[config.mk]
export PLATFORM = sky130hd
export DESIGN_NAME = pc_unit_flat
export DESIGN_NICKNAME = d
export VERILOG_FILES = /design/src/rtl/pc_unit_if.sv /design/src/rtl/pc_unit.sv /design/src/flat_wrapper.sv
export SDC_FILE = /design/constraint.sdc
export NUM_CORES = 1
export LEC_CHECK = 0
export ABC_AREA = 1
export CORE_ASPECT_RATIO = 1.25
export CORE_UTILIZATION = 37
export DETAILED_ROUTE_END_ITERATION = 12
export HOLD_SLACK_MARGIN = 0.02
export PLACE_DENSITY = 0.66
export SKIP_CTS_REPAIR_TIMING = 1
export SYNTH_ARGS = -nofsm -noshare
export SYNTH_HDL_FRONTEND = slang
export SYNTH_SLANG_ARGS = --single-unit
[constraint.sdc]
create_clock -name clk -period 5.05 [get_ports clk]
set_clock_uncertainty 0.05 [all_clocks]
set_input_delay 1.01 -clock clk [delete_from_list [all_inputs] [get_ports clk]]
set_output_delay 1.01 -clock clk [all_outputs]
set_load 0.05 [all_outputs]
[src/rtl/pc_unit_if.sv]
// rtl/pc_unit_if.sv - Pipeline-side signal bundle between the IF/ID/EX stages and pc_unit
interface pc_unit_if #(
    parameter int WIDTH = 32
);
    logic             stall;
    logic             id_jump;
    logic [25:0]      id_instr_index;
    logic [WIDTH-1:0] id_pc;
    logic             ex_branch;
    logic             ex_bne;
    logic             ex_zero;
    logic             ex_pred;
    logic [WIDTH-1:0] ex_pc;
    logic [15:0]      ex_imm16;
    logic [WIDTH-1:0] pc;
    logic [WIDTH-1:0] pc_plus4;
    logic             pred_taken;
    logic             flush_id;
    logic             flush_ex;

    modport master (
        output stall, id_jump, id_instr_index, id_pc,
        output ex_branch, ex_bne, ex_zero, ex_pred, ex_pc, ex_imm16,
        input  pc, pc_plus4, pred_taken, flush_id, flush_ex
    );

    modport slave (
        input  stall, id_jump, id_instr_index, id_pc,
        input  ex_branch, ex_bne, ex_zero, ex_pred, ex_pc, ex_imm16,
        output pc, pc_plus4, pred_taken, flush_id, flush_ex
    );
endinterface

[src/rtl/pc_unit.sv]
// rtl/pc_unit.sv - Registered IF-stage PC with mispredict/jump/stall/BTB next-PC priority and flush outputs
// Optional direct-mapped branch target buffer is compiled in with `define PC_BTB_EN.
module pc_unit #(
    parameter int               WIDTH     = 32,
    parameter logic [WIDTH-1:0] RESET_PC  = '0,
    parameter int               BTB_DEPTH = 16
) (
    input logic      clk,
    input logic      rst_n,
    pc_unit_if.slave bus
);
    logic [WIDTH-1:0] pc_q, pc_d;
    logic [WIDTH-1:0] seq_pc;
    logic [WIDTH-1:0] ex_pc_plus4;
    logic [WIDTH-1:0] br_offset;
    logic [WIDTH-1:0] br_target;
    logic [WIDTH-1:0] redirect_pc;
    logic [WIDTH-1:0] id_pc_plus4;
    logic [WIDTH-1:0] jump_target;
    logic [WIDTH-1:0] btb_target;
    logic             taken;
    logic             mispredict;
    logic             jump_go;
    logic             pred_hit;
    logic             unused_bits;

    assign seq_pc      = pc_q + WIDTH'(4);
    assign ex_pc_plus4 = bus.ex_pc + WIDTH'(4);
    assign br_offset   = {{(WIDTH-18){bus.ex_imm16[15]}}, bus.ex_imm16, 2'b00};
    assign br_target   = ex_pc_plus4 + br_offset;
    assign taken       = bus.ex_branch & (bus.ex_zero ^ bus.ex_bne);
    assign mispredict  = bus.ex_branch & (taken != bus.ex_pred);
    assign redirect_pc = taken ? br_target : ex_pc_plus4;
    assign jump_go     = bus.id_jump & ~bus.stall;
    assign id_pc_plus4 = bus.id_pc + WIDTH'(4);

    // The jump keeps the region bits of the delay-slot PC; at WIDTH=28 there are none.
    generate
        if (WIDTH > 28) begin : g_jump_region
            assign jump_target = {id_pc_plus4[WIDTH-1:28], bus.id_instr_index, 2'b00};
        end else begin : g_jump_flat
            assign jump_target = {bus.id_instr_index, 2'b00};
        end
    endgenerate

    assign unused_bits = ^{id_pc_plus4[27:0], pc_d[1:0]};

`ifdef PC_BTB_EN
    localparam int IDXW = (BTB_DEPTH > 1) ? $clog2(BTB_DEPTH) : 1;
    localparam int TAGW = WIDTH - IDXW - 2;

    logic [BTB_DEPTH-1:0] btb_valid_q;
    logic [TAGW-1:0]      btb_tag_q [BTB_DEPTH];
    logic [WIDTH-1:0]     btb_tgt_q [BTB_DEPTH];
    logic [1:0]           btb_cnt_q [BTB_DEPTH];
    logic [IDXW-1:0]      rd_idx;
    logic [IDXW-1:0]      wr_idx;
    logic [TAGW-1:0]      wr_tag;
    logic                 rd_hit;
    logic                 wr_hit;
    logic                 wr_en;
    logic [1:0]           wr_cnt;

    assign rd_idx     = pc_q[IDXW+1:2];
    assign rd_hit     = btb_valid_q[rd_idx] && (btb_tag_q[rd_idx] == pc_q[WIDTH-1:IDXW+2]);
    assign pred_hit   = rd_hit & btb_cnt_q[rd_idx][1];
    assign btb_target = btb_tgt_q[rd_idx];
    assign wr_idx     = bus.ex_pc[IDXW+1:2];
    assign wr_tag     = bus.ex_pc[WIDTH-1:IDXW+2];
    assign wr_hit     = btb_valid_q[wr_idx] && (btb_tag_q[wr_idx] == wr_tag);

    always_comb begin
        wr_en  = 1'b0;
        wr_cnt = 2'b10;
        if (bus.ex_branch) begin
            if (wr_hit) begin
                wr_en = 1'b1;
                if (taken) begin
                    wr_cnt = (btb_cnt_q[wr_idx] == 2'b11) ? 2'b11 : btb_cnt_q[wr_idx] + 2'b01;
                end else begin
                    wr_cnt = (btb_cnt_q[wr_idx] == 2'b00) ? 2'b00 : btb_cnt_q[wr_idx] - 2'b01;
                end
            end else if (taken) begin
                wr_en = 1'b1;
            end
        end
    end

    always_ff @(posedge clk) begin
        if (!rst_n) begin
            btb_valid_q <= '0;
        end else if (wr_en) begin
            btb_valid_q[wr_idx] <= 1'b1;
        end
    end

    // Entry payload needs no reset: it is only read behind a valid bit.
    always_ff @(posedge clk) begin
        if (rst_n && wr_en) begin
            btb_tag_q[wr_idx] <= wr_tag;
            btb_tgt_q[wr_idx] <= br_target;
            btb_cnt_q[wr_idx] <= wr_cnt;
        end
    end
`else
    localparam int UNUSED_BTB_DEPTH = BTB_DEPTH;

    assign pred_hit   = 1'b0;
    assign btb_target = '0;
`endif

    always_comb begin
        pc_d = seq_pc;
        if (mispredict) begin
            pc_d = redirect_pc;
        end else if (jump_go) begin
            pc_d = jump_target;
        end else if (bus.stall) begin
            pc_d = pc_q;
        end else if (pred_hit) begin
            pc_d = btb_target;
        end
    end

    always_ff @(posedge clk) begin
        if (!rst_n) begin
            pc_q <= {RESET_PC[WIDTH-1:2], 2'b00};
        end else begin
            pc_q <= {pc_d[WIDTH-1:2], 2'b00};
        end
    end

    assign bus.pc         = pc_q;
    assign bus.pc_plus4   = seq_pc;
    assign bus.pred_taken = rst_n & pred_hit;
    assign bus.flush_id   = rst_n & (mispredict | jump_go);
    assign bus.flush_ex   = rst_n & mispredict;
endmodule

[src/flat_wrapper.sv]
// flat-port wrapper written by rule: the top's interface ports become plain ports
module pc_unit_flat 
#(
    parameter int               WIDTH     = 32,
    parameter logic [WIDTH-1:0] RESET_PC  = '0,
    parameter int               BTB_DEPTH = 16
)
  (clk, rst_n, bus_stall, bus_id_jump, bus_id_instr_index, bus_id_pc, bus_ex_branch, bus_ex_bne, bus_ex_zero, bus_ex_pred, bus_ex_pc, bus_ex_imm16, bus_pc, bus_pc_plus4, bus_pred_taken, bus_flush_id, bus_flush_ex);
  pc_unit_if #(.WIDTH(WIDTH)) bus_i ();
  input logic clk;
  input logic rst_n;
  input wire logic [$bits(bus_i.stall)-1:0] bus_stall;
  input wire logic [$bits(bus_i.id_jump)-1:0] bus_id_jump;
  input wire logic [$bits(bus_i.id_instr_index)-1:0] bus_id_instr_index;
  input wire logic [$bits(bus_i.id_pc)-1:0] bus_id_pc;
  input wire logic [$bits(bus_i.ex_branch)-1:0] bus_ex_branch;
  input wire logic [$bits(bus_i.ex_bne)-1:0] bus_ex_bne;
  input wire logic [$bits(bus_i.ex_zero)-1:0] bus_ex_zero;
  input wire logic [$bits(bus_i.ex_pred)-1:0] bus_ex_pred;
  input wire logic [$bits(bus_i.ex_pc)-1:0] bus_ex_pc;
  input wire logic [$bits(bus_i.ex_imm16)-1:0] bus_ex_imm16;
  output wire logic [$bits(bus_i.pc)-1:0] bus_pc;
  output wire logic [$bits(bus_i.pc_plus4)-1:0] bus_pc_plus4;
  output wire logic [$bits(bus_i.pred_taken)-1:0] bus_pred_taken;
  output wire logic [$bits(bus_i.flush_id)-1:0] bus_flush_id;
  output wire logic [$bits(bus_i.flush_ex)-1:0] bus_flush_ex;
  assign bus_i.stall = bus_stall;
  assign bus_i.id_jump = bus_id_jump;
  assign bus_i.id_instr_index = bus_id_instr_index;
  assign bus_i.id_pc = bus_id_pc;
  assign bus_i.ex_branch = bus_ex_branch;
  assign bus_i.ex_bne = bus_ex_bne;
  assign bus_i.ex_zero = bus_ex_zero;
  assign bus_i.ex_pred = bus_ex_pred;
  assign bus_i.ex_pc = bus_ex_pc;
  assign bus_i.ex_imm16 = bus_ex_imm16;
  assign bus_pc = bus_i.pc;
  assign bus_pc_plus4 = bus_i.pc_plus4;
  assign bus_pred_taken = bus_i.pred_taken;
  assign bus_flush_id = bus_i.flush_id;
  assign bus_flush_ex = bus_i.flush_ex;
  pc_unit #(.WIDTH(WIDTH), .RESET_PC(RESET_PC), .BTB_DEPTH(BTB_DEPTH)) u_core (.clk(clk), .rst_n(rst_n), .bus(bus_i));
endmodule
# [Word-level counts from Yosys, hierarchy flattened]
# Index checks and enable logic that the tools add are counted.
[op_classes] n_addsub=4 bitwise_logic=8 n_eq_ne=2 muxes=4
[op_table] op="$mux 32" count=4
[op_table] op="$add 32x3->32 const B" count=3
[op_table] op="$add 32x32->32" count=1
[op_table] op="$and 1x1->1" count=5
[op_table] op="$ne 3x1->1 const B" count=1
[op_table] op="$ne 1x1->1" count=1
[op_table] op="$not 1->1" count=1
[op_table] op="$or 1x1->1" count=1
[op_table] op="$xor 1x1->1" count=1
[totals] elab_cells=20 register_bits=32 in_bits=114

# [Longest topological paths before layout]
[logic_depth] ltp_word=6 ltp_mapped=27 ltp_nobuf=27

# [Least setup slack after synthesis]
# No wires, ideal clock.
[synth_path] kind="input-to-output" start="input port bus_ex_bne" end="output port bus_flush_id" setup_slack_ps=1448 stages=7 arrival_time_ps=2542 path_buffers=1 cell_sequence="xor2_1 > nand2_1 > nand3_1 > o21ai_4 > inv_2 > buf_2 > a21oi_1"
[synth_via] elab_chain_cells=6
[synth_lines] item="start, declared" line_no="flat_wrapper.sv:17" source="input wire logic [$bits(bus_i.ex_bne)-1:0] bus_ex_bne;"
[synth_lines] item="$xor 1x1->1" line_no="pc_unit.sv:31" source="assign taken = bus.ex_branch & (bus.ex_zero ^ bus.ex_bne);"
[synth_lines] item="$and 1x1->1" line_no="pc_unit.sv:31"
[synth_lines] item="$ne 1x1->1" line_no="pc_unit.sv:32" source="assign mispredict = bus.ex_branch & (taken != bus.ex_pred);"
[synth_lines] item="$and 1x1->1" line_no="pc_unit.sv:32"
[synth_lines] item="$or 1x1->1" line_no="pc_unit.sv:136" source="assign bus.flush_id = rst_n & (mispredict | jump_go);"
[synth_lines] item="$and 1x1->1" line_no="pc_unit.sv:136"
[synth_lines] item="end, declared" line_no="flat_wrapper.sv:25" source="output wire logic [$bits(bus_i.flush_id)-1:0] bus_flush_id;"
# No other way between the ends.

# [Final worst setup path]
[layout_path] start="input port bus_ex_pc[2]" end="register u_core.pc_q[31], in the netlist u_core.bus.pc[31]"
[layout_via] elab_chain_cells=4
[layout_lines] item="start, declared" line_no="flat_wrapper.sv:20" source="input wire logic [$bits(bus_i.ex_pc)-1:0] bus_ex_pc;"
[layout_lines] item="$add 32x3->32 *" line_no="pc_unit.sv:28" source="assign ex_pc_plus4 = bus.ex_pc + WIDTH'(4);"
[layout_lines] item="$add 32x32->32" line_no="pc_unit.sv:30" source="assign br_target = ex_pc_plus4 + br_offset;"
[layout_lines] item="$mux 32 *" line_no="pc_unit.sv:33" source="assign redirect_pc = taken ? br_target : ex_pc_plus4;"
[layout_lines] item="$mux 32 *" line_no="pc_unit.sv:114" source="if (mispredict) begin"
[layout_lines] item="end signal, assigned" line_no="pc_unit.sv:127" source="pc_q <= {RESET_PC[WIDTH-1:2], 2'b00};"
[layout_lines] item="end signal, assigned" line_no="pc_unit.sv:129" source="pc_q <= {pc_d[WIDTH-1:2], 2'b00};"
[layout_lines] item="end, declared" line_no="pc_unit.sv:12" source="logic [WIDTH-1:0] pc_q, pc_d;"
# Every way passes the cells marked *; elsewhere a longest branch is shown, timed or not.
# A chain may end at the register's enable or synchronous reset.

==> flow_metrics.py <==
metrics = {
    "run_status": {
        "status": "finished with violations",
        "violations": "DRC",
    },
    "global_routing": {
        "grt_pass1_wl_mm": 34.3,
        "met1_usage_pct": 30.8,
        "grt_pass1_vias": 6874,
        "met3_usage_pct": 2.73,
        "grt_overflow": 0,
        "grt_busiest_layer": "met2",
        "grt.total_usage_pct": 27.2,
        "grt_max_degree": 34,
        "met2_usage_pct": 50.1,
        "grt_antenna_before_repair": 0,
    },
    "logic_synthesis": {
        "syn_area_per_cell_sq_um": 5.58,
        "synth_warnings": 0,
        "synth_edf_count": 0,
        "ys.flop_type": "dfxtp_1",
        "ys_types": 48,
        "synth-seq-cells": 30,
        "yosysSeqAreaShare_pct": 10.3,
        "syn_area_sq_um": 5850,
        "async_flop_share_pct": 0,
        "syn_inst": 1048,
    },
    "timing": {
        "max_freq_mhz": 230,
        "holdWs_ns": 0.498,
        "fin_crit_ns": 4.35,
        "relSlewSlack_pct": 27.5,
        "post-route-period-util_pct": 86.1,
        "rsz0062_at_grt": "false",
        "worst_slew_pin_slew_ns": 1.09,
        "setup_tns_ns": 0,
        "setup_violations": 0,
        "finalHoldViolations": 0,
        "final_max_slew_viol_count": 0,
    },
    "pwr": {
        "p_leak_nw": 3.65,
        "p_sw_share_pct": 47.1,
        "power_frac_comb_pct": 58.0,
        "p_int_uw": 827,
        "power_density_nw_per_um2": 197,
        "total_power_mw": 1.56,
        "pwr-share-seq_pct": 19.8,
        "power_switching_uw": 736,
        "clock_power_share_pct": 22.2,
        "ir_worst_vdd_v": 0.000104,
    },
    "critical_path": {
        "startpoint_type": "input port",
        "critPathKind": "input port to flip-flop",
        "worst_ep_arrival_time_ns": 4.48,
        "critPathMaxStageDelay_ns": 0.52,
        "crit_family": "simple AND/OR/NAND/NOR gates",
        "cp_num_buf_inv": 8,
        "cpMostUsedCell": "nand2_1",
        "cp_max_fo": 4,
        "crit_path_end_kind": "flip-flop",
        "required_ns": 5.19,
        "cp_slowest_cell": "clkdlybuf4s50_1",
    },
    "floorplanning": {
        "dieArea_sq_um": 16300,
        "coreArea_sq_um": 15500,
        "core.rowCount": 51,
        "start_util_pct": 37.7,
        "pin_count": 181,
        "dieHeight_microns": 143,
        "die_w_microns": 114,
    },
    "run": {
        "drv_cap": 0,
    },
    "clock_tree": {
        "cts_htree_levels": 2,
        "clkSinkCount": 30,
        "cts_tree": "done",
        "clk_latency_ns": 0.29,
        "cts_root_buffer": "clkbuf_16",
        "cts.clk_slew.worst_paths_ns": 0.05,
        "numCtsBuffers": 5,
        "clock_path_buffers": 2,
    },
    "placement": {
        "gp_congestion": 0.981,
        "detailedPlacementHpwl_mm": 18.4,
        "port_buffers": 171,
    },
    "worst_hold_path": {
        "hp-class": "flip-flop to flip-flop",
    },
    "cells_and_area": {
        "final_common_cell": "nand2_1",
        "largest_reg_flops": 30,
        "fin_util_pct": 51.2,
        "layout-drive-gt1-share_pct": 5.28,
        "n_antenna_cell": 0,
        "syn_to_final_growth_pct": 35.9,
        "fillerInstances": 1654,
        "layout_common_cells": "nand2_1 (306), clkdlybuf4s50_1 (169), inv_1 (131)",
        "final_nets": 1365,
    },
    "drt": {
        "routed_wirelength_mm": 22.1,
        "vias": 7402,
        "via_per_inst": 5.19,
        "first_iter_violations": 447,
        "drc": 2,
        "drtAntennaViolNets": 0,
        "routedWlPerCell_microns": 15.5,
        "first_pass_iters": 9,
    },
}
## metal layers
metal | wire length [microns] | part of all wire (%)
met3 | 1320 | 6.0
met4 | 884 | 4.0
met1 | 8920 | 40
met5 | 0 | 0
met2 | 11000 | 50
## power groups by stage
stage	combinational, mW	sequential (mW)	clock (mW)
6_report	0.906	0.309	0.347
5_1_grt	0.983	0.314	0.361
4_1_cts	0.902	0.308	0.350
3_5_place_dp	0.899	0.313	0
3_3_place_gp	0.895	0.313	0
2_1_floorplan	0.491	0.391	0
## final timing paths
path              cells past startpoint                           from  slack (ns)                              to
setup / recovery                     25                   bus_ex_pc[2]        0.70  u_core.bus.pc[31]$_SDFFE_PN0P_
setup reg to reg                     10  u_core.bus.pc[2]$_SDFFE_PN0P_        2.76  u_core.bus.pc[22]$_SDFFE_PN0P_
hold / removal                        2  u_core.bus.pc[3]$_SDFFE_PN0P_        0.50   u_core.bus.pc[3]$_SDFFE_PN0P_
hold reg to reg                       2  u_core.bus.pc[3]$_SDFFE_PN0P_        0.50   u_core.bus.pc[3]$_SDFFE_PN0P_
## layout make-up
class                           count  area, sq um  area share (%)
Tap cell                          212          265            3.34
Timing Repair Buffer              179         1790            22.5
Clock inverter                      3         40.0           0.504
Multi-Input combinational cell    859         4610            58.0
Sequential cell                    30          601            7.56
Inverter                          137          514            6.47
Clock buffer                        5          125            1.57
## worst min-delay path, cell delays in order, from the launching register on
cell and delay, ns:
dfxtp_1 0.35, nand2_1 0.08, a31oi_1 0.07
## synth_stat cells, types with 3 or more instances
master    number  share of area (%)
ha_1          38                8.1
inv_1        131                8.4
o211ai_1      10                1.3
nor2_1       117                7.5
nor2_4         6                1.2
nor2_2         4               0.43
nor4_1         3               0.32
nor3_2         4               0.68
xnor2_1       15                2.2
xor2_2         3               0.83
dfxtp_1       30                 10
nand3b_1       6               0.77
nand3_1       63                5.4
nand4_1       28                3.0
a31oi_1       10                1.1
o21ai_0       63                5.4
nand2_1      306                 20
and2_1         3               0.32
xor2_1        41                6.1
buf_4          7               0.90
o21bai_1       7               0.90
clkbuf_1      10               0.64
inv_2          5               0.32
nand2_2        9               0.96
nor3_1        24                2.1
buf_2          7               0.60
a21oi_1       63                5.4
or2_2          6               0.64
## stage by stage
stage	std cells	setup slack, ns	cell area (sq um)
4_1_cts	1425	0.795	7950
6_report	1425	0.703	7950
2_1_floorplan	1052	1.45	5860
5_1_grt	1425	0.459	7950
3_5_place_dp	1417	0.501	7780
3_3_place_gp	1417	0.544	7780
## cell families (layout without fill, tap and decap cells)
kind of cell	after synthesis	count (layout)	share of synthesized area (%)
compound gates	167	167	15.9
xor+xnor	60	60	9.50
fa+ha+maj	39	39	8.47
buf+inv	163	324	11.2
flops	30	30	10.3
other cells	1	5	0.0641
simple gates	588	588	44.6
No activity file was read; power rests on OpenSTA's default activity.
